<file path="src/rtl/noc_sched_pkg.sv">
// Shared types and helpers for the NoC output-port scheduler.
// The optional statistics block is enabled with the SCHED_STATS_EN macro.
package noc_sched_pkg;

  typedef enum logic {
    IDLE   = 1'b0,
    LOCKED = 1'b1
  } state_t;

  localparam int DEF_NUM_REQ = 4;
  localparam int DEF_FLIT_W  = 64;
  localparam int DEF_CREDITS = 4;
  localparam int DEF_CNT_W   = 16;
  localparam int PTR_W       = $clog2(DEF_NUM_REQ);

  // Round-robin successor of port p among n ports.
  function automatic int wrap_inc(input int p, input int n);
    return (p + 1 >= n) ? 0 : p + 1;
  endfunction

  // Extract flit idx from a packed bus of n flits of width w (w <= 1024).
  function automatic logic [1023:0] flit_field(input logic [8191:0] bus, input int idx,
                                               input int w);
    logic [1023:0] f;
    f = '0;
    for (int b = 0; b < w; b++) f[b] = bus[idx*w + b];
    return f;
  endfunction

endpackage

</file>
<file path="src/rtl/output_port_scheduler_rr_pick.sv">
// Combinational rotate-priority picker: first request at or after ptr (mod N).
// Returns a one-hot grant, its index and an any-request flag.
module rr_pick
  import noc_sched_pkg::*;
#(
  parameter int N  = DEF_NUM_REQ,
  parameter int PW = PTR_W
) (
  input  logic [N-1:0]  req,
  input  logic [PW-1:0] ptr,
  output logic [N-1:0]  grant,
  output logic [PW-1:0] idx,
  output logic          any
);

  logic found;

  // NOTE: every output gets a default before the scan so no path can infer a latch.
  always_comb begin
    grant = '0;
    idx   = '0;
    found = 1'b0;
    any   = |req;
    for (int k = 0; k < N; k++) begin
      int p;
      p = int'(ptr) + k;
      if (p >= N) p = p - N;
      if (!found && req[p]) begin
        found    = 1'b1;
        grant[p] = 1'b1;
        idx      = PW'(p);
      end
    end
  end

endmodule

</file>
<file path="src/rtl/output_port_scheduler.sv">
// Per-output-port scheduler: round-robin packet arbitration with credit flow control.
// Define SCHED_STATS_EN to add the per-port packet counters on pkt_cnt.
module output_port_scheduler
  import noc_sched_pkg::*;
#(
  parameter int NUM_REQ = DEF_NUM_REQ,
  parameter int FLIT_W  = DEF_FLIT_W,
  parameter int CREDITS = DEF_CREDITS
`ifdef SCHED_STATS_EN
  ,
  parameter int CNT_W   = DEF_CNT_W
`endif
) (
  input  logic                        clk,
  input  logic                        rst,
  input  logic [NUM_REQ-1:0]          req_valid,
  input  logic [NUM_REQ*FLIT_W-1:0]   req_flit,
  input  logic [NUM_REQ-1:0]          req_tail,
  output logic [NUM_REQ-1:0]          req_pop,
  input  logic                        credit_ret,
  output logic                        out_valid,
  output logic [FLIT_W-1:0]           out_flit,
  output logic                        out_tail,
  output logic                        credit_err
`ifdef SCHED_STATS_EN
  ,
  output logic [NUM_REQ*CNT_W-1:0]    pkt_cnt
`endif
);

  localparam int PW = (NUM_REQ > 1) ? $clog2(NUM_REQ) : 1;
  localparam int CW = $clog2(CREDITS + 1);

  state_t              state, state_nxt;
  logic [PW-1:0]       rr_ptr, rr_nxt;
  logic [PW-1:0]       owner, owner_nxt;
  logic [PW-1:0]       sel, pick_idx;
  logic [NUM_REQ-1:0]  pick_grant;
  logic                pick_any, eligible, send, sel_tail;
  logic [FLIT_W-1:0]   sel_flit;
  logic [CW-1:0]       credits;

  rr_pick #(.N(NUM_REQ), .PW(PW)) u_pick (
    .req   (req_valid),
    .ptr   (rr_ptr),
    .grant (pick_grant),
    .idx   (pick_idx),
    .any   (pick_any)
  );

  always_comb begin
    state_nxt = state;
    rr_nxt    = rr_ptr;
    owner_nxt = owner;
    req_pop   = '0;
    sel       = pick_idx;
    eligible  = pick_any;
    if (state == LOCKED) begin
      sel      = owner;
      eligible = req_valid[owner];
    end
    // Registered credit count only: a credit returned this cycle cannot be spent yet.
    send     = eligible && (credits != '0) && !rst;
    sel_tail = req_tail[sel];
    sel_flit = req_flit[sel*FLIT_W +: FLIT_W];
    if (send) begin
      if (state == IDLE) req_pop = pick_grant;
      else               req_pop[owner] = 1'b1;
      if (sel_tail) begin
        rr_nxt    = PW'(wrap_inc(int'(sel), NUM_REQ));
        state_nxt = IDLE;
      end else begin
        owner_nxt = sel;
        state_nxt = LOCKED;
      end
    end
  end

  // NOTE: sequential state uses non-blocking assignments so all registers update together.
  always_ff @(posedge clk) begin
    if (rst) begin
      state      <= IDLE;
      rr_ptr     <= '0;
      owner      <= '0;
      credits    <= CW'(CREDITS);
      out_valid  <= 1'b0;
      out_flit   <= '0;
      out_tail   <= 1'b0;
      credit_err <= 1'b0;
    end else begin
      state     <= state_nxt;
      rr_ptr    <= rr_nxt;
      owner     <= owner_nxt;
      out_valid <= send;
      if (send) begin
        out_flit <= sel_flit;
        out_tail <= sel_tail;
      end
      case ({send, credit_ret})
        2'b10:   credits <= credits - CW'(1);
        2'b01: begin
          if (credits == CW'(CREDITS)) credit_err <= 1'b1;
          else                         credits    <= credits + CW'(1);
        end
        default: ;
      endcase
    end
  end

`ifdef SCHED_STATS_EN
  always_ff @(posedge clk) begin
    if (rst) begin
      pkt_cnt <= '0;
    end else if (send && sel_tail) begin
      for (int i = 0; i < NUM_REQ; i++) begin
        if (sel == PW'(i) && pkt_cnt[i*CNT_W +: CNT_W] != {CNT_W{1'b1}})
          pkt_cnt[i*CNT_W +: CNT_W] <= pkt_cnt[i*CNT_W +: CNT_W] + CNT_W'(1);
      end
    end
  end
`endif

endmodule

</file>
<file path="config.mk">
export PLATFORM = sky130hd
export DESIGN_NAME = output_port_scheduler
export DESIGN_NICKNAME = d
export VERILOG_FILES = /design/src/rtl/noc_sched_pkg.sv /design/src/rtl/output_port_scheduler_rr_pick.sv /design/src/rtl/output_port_scheduler.sv
export SDC_FILE = /design/constraint.sdc
export NUM_CORES = 1
export LEC_CHECK = 0
export ABC_AREA = 1
export CORE_MARGIN = 1.5
export CORE_UTILIZATION = 30
export DETAILED_ROUTE_END_ITERATION = 8
export DONT_BUFFER_PORTS = 1
export GPL_ROUTABILITY_DRIVEN = 0
export GPL_TIMING_DRIVEN = 0
export SYNTH_ARGS = -nofsm -noshare
export SYNTH_HDL_FRONTEND = slang
export SYNTH_SLANG_ARGS = --single-unit
export TNS_END_PERCENT = 100
</file>
<file path="constraint.sdc">
create_clock -name clk -period 2.8 [get_ports clk]
set_input_delay 0.7 -clock clk [delete_from_list [all_inputs] [get_ports clk]]
set_output_delay 0.7 -clock clk [all_outputs]
set_load 0.02 [all_outputs]
</file>
==> impl_metrics.yaml <==
floorplanning:
  start_util_pct: 30.9
  die_h_um: 134
  die_x_um: 134
  core_area_sq_mm: 0.0168
  die_area_sq_mm: 0.0181
  ios: 338
  rows: 47
sta:
  slew_violations: 0
  fin_skew_ns: 0.0118
  fin_ws_ns: 0.0778
  fin_crit_sh_pct: 97.2
  relSlewSlack_pct: 59.1
  worst_slew_pin_slew_ns: 0.614
  hold_violations: 0
  max_freq_mhz: 367
  setup_viol: 0
  fin_crit_ns: 2.72
  hold_ws_ns: 0.451
status:
  status: "finished clean"
global_route:
  grt_max_degree: 14
  grt_pass1_wl_mm: 31.5
  overflow: 0
  grt_use_total_pct: 22.9
  grt_pass1_vias: 5643
  antenna_found_initial: 0
synth:
  ys_seq_area_share_pct: 29.0
  postSynthCellCount: 877
  ys_types: 27
  ys.warnings.count: 0
  syn_nets: 1149
  ys_ff_latch: 75
  netlist_area_sq_mm: 0.00518
  syn_avg_cell_area_sq_um: 5.91
critical_path:
  worst_setup_path_start_kind: "flop"
  cp_cell_sequence: "inv_8 > ha_4 > inv_2 > nand3_1 > nand2_2 > nand4_2 > o21ai_1 > a31oi_2 > nor3_4"
  cp_data_required_time_ns: 2.10
  cp.arrival_ns: 2.02
  end_kind: "primary output"
  slowest_delay_ns: 0.38
  crit_slowest_cell: "dfxtp_4"
  critPathMaxFanout: 11
  critPathKind: "flop to primary output"
routing:
  drt_iter0_drc: 339
  routed_wl_mm: 21.4
  viasPerCell: 5.27
  ant_nets: 0
  num_vias: 5907
  drc_errors: 0
  dr.pass1.iters: 5
  wl_per_cell_um: 19.1
clocking:
  root_buffer: "clkbuf_16"
  cts_made_buffers: 9
  clk_pin_slew_ns: 0.06
  max-clock-path-buffers: 2
  clk_latency_ns: 0.34
  htreeDepth: 3
  cts_tree: "built"
  cts_hold_buf: 0
  cts_sinks: 75
layout:
  syn_to_final_growth_pct: 15.9
  drive_gt1_share_pct: 12.0
  antenna_cells: 0
  instances_no_fill: 1120
  fin_nets: 1167
  nFillCells: 1885
power_and_ir_drop:
  power.leakage_nw: 2.87
  powerDensity_mw_per_mm2: 1590
  total_power_mw: 9.54
  max-vdd-ir-drop_uv: 658
placed_design:
  io_buffers: 0
  place_inst: 1097
  pre_cts_ws_ns: -0.635
  dp_hpwl_mm: 17.0
flow_run:
  cap_violations: 0
worst_hold_path:
  min_path_type: "input port to flop"
## routing by layer
layer  wire length [um]  GRT usage [%]  vias up
met5                  0              0        -
met3               1670           5.33       29
met1               8540           26.8     2676
met4                476           7.95        0
met2              10700           41.0      271
li1                   -              -     2931
## cell usage after synthesis
| master | number | area, sq um |
|---|---|---|
| buf_1 | 6 | 22.5 |
| nand2_2 | 5 | 31.3 |
| nor2_1 | 9 | 33.8 |
| a21oi_1 | 7 | 35.0 |
| nand2_4 | 2 | 22.5 |
| inv_2 | 5 | 18.8 |
| nand4_2 | 1 | 12.5 |
| a221oi_1 | 4 | 35.0 |
| xor2_1 | 1 | 8.76 |
| o21ai_0 | 10 | 50.1 |
| a31oi_1 | 3 | 18.8 |
| o21a_1 | 1 | 7.51 |
| inv_1 | 26 | 97.6 |
| nand3_1 | 280 | 1400 |
| nor2_2 | 1 | 6.26 |
| dfxtp_1 | 75 | 1500 |
| buf_4 | 10 | 75.1 |
| ha_1 | 4 | 50.1 |
| o22ai_1 | 1 | 6.26 |
| o31ai_1 | 1 | 7.51 |
| fa_1 | 1 | 20.0 |
| nor2_4 | 1 | 11.3 |
| nand2_1 | 369 | 1390 |
| buf_6 | 12 | 135 |
| nor3_1 | 5 | 25.0 |
| clkbuf_1 | 16 | 60.1 |
| buf_2 | 21 | 105 |
## state kept, by name, summed over array words and instances, names as in the netlist
name,flops
credit_err,1
credits,3
out_flit,64
out_tail,1
out_valid,1
owner,2
rr_ptr,2
state,1
## metrics by stage
| stage | util [%] | instance area [sq um] | TNS (ns) |
|---|---|---|---|
| 6_report | 35.8 | 6010 | 0 |
| 5_1_grt | 35.8 | 6010 | -0.0287 |
| 4_1_cts | 35.7 | 5980 | 0 |
| 3_5_place_dp | 32.6 | 5460 | -8.65 |
| 3_3_place_gp | 32.6 | 5460 | -8.21 |
| 2_1_floorplan | - | 5180 | 0 |
## power by group
part | internal, mW | switching [mW]
clock | 0.783 | 0.487
sequential | 1.54 | 0.851
combinational | 2.05 | 3.83
total | 4.37 | 5.17
## final cells by class
class	count	area (sq um)	area share (%)
Buffer	63	405	6.75
Clock buffer	10	229	3.81
Timing Repair Buffer	9	71.3	1.19
Multi-Input combinational cell	706	3290	54.8
Sequential cell	75	1510	25.2
Clock inverter	6	88.8	1.48
Tap cell	220	275	4.58
Inverter	31	130	2.17
## final timing paths
| check | cells after the start | start | to | slack, ns |
|---|---|---|---|---|
| setup / recovery | 9 | rr_ptr[0] | req_pop[1] | 0.08 |
| hold / removal | 1 | rst | state | 0.45 |
| setup reg to reg | 17 | rr_ptr[0] | out_flit[50] | 0.20 |
| hold reg to reg | 2 | credits[2] | credits[2] | 0.52 |
## cells in the final DEF (no fill, tap or decap), drive strengths merged
cell	Yosys	layout
nand4	1	1
a221oi	4	4
o21ai	10	10
clkinvlp	0	3
nand2	376	376
clkbuf	16	25
xor2	1	1
ha	4	4
nor3	5	5
nand3	280	280
fa	1	1
a31oi	3	3
o21a	1	1
buf	49	57
clkinv	0	1
o22ai	1	1
inv	31	31
dfxtp	75	75
bufinv	0	2
nor2	11	11
a21oi	7	7
o31ai	1	1
## logic make-up after synthesis
logic type,count (synthesis),share of synthesized area [%]
compound gates,27,3.09
buf+inv,96,9.92
simple gates,673,56.5
flops,75,29.0
fa+ha+maj,5,1.35
xor+xnor,1,0.169
## worst max-delay path, delay by kind of cell, from the launching register on
family,cells,cell delay [ns]
adder cells (fa/ha/maj),1,0.24
flip-flops,1,0.38
AO/OA/AOI/OAI,2,0.29
buffers and inverters,2,0.12
AND/OR/NAND/NOR,4,0.65
## repair_timing
item / in CTS / in global routing
setup buffers: 7 / 2
endpoints found under the setup margin: 58 / 22
gates resized for setup: 44 / 7
pin swaps: 5 / 8
No activity file was read; power rests on OpenSTA's default activity.
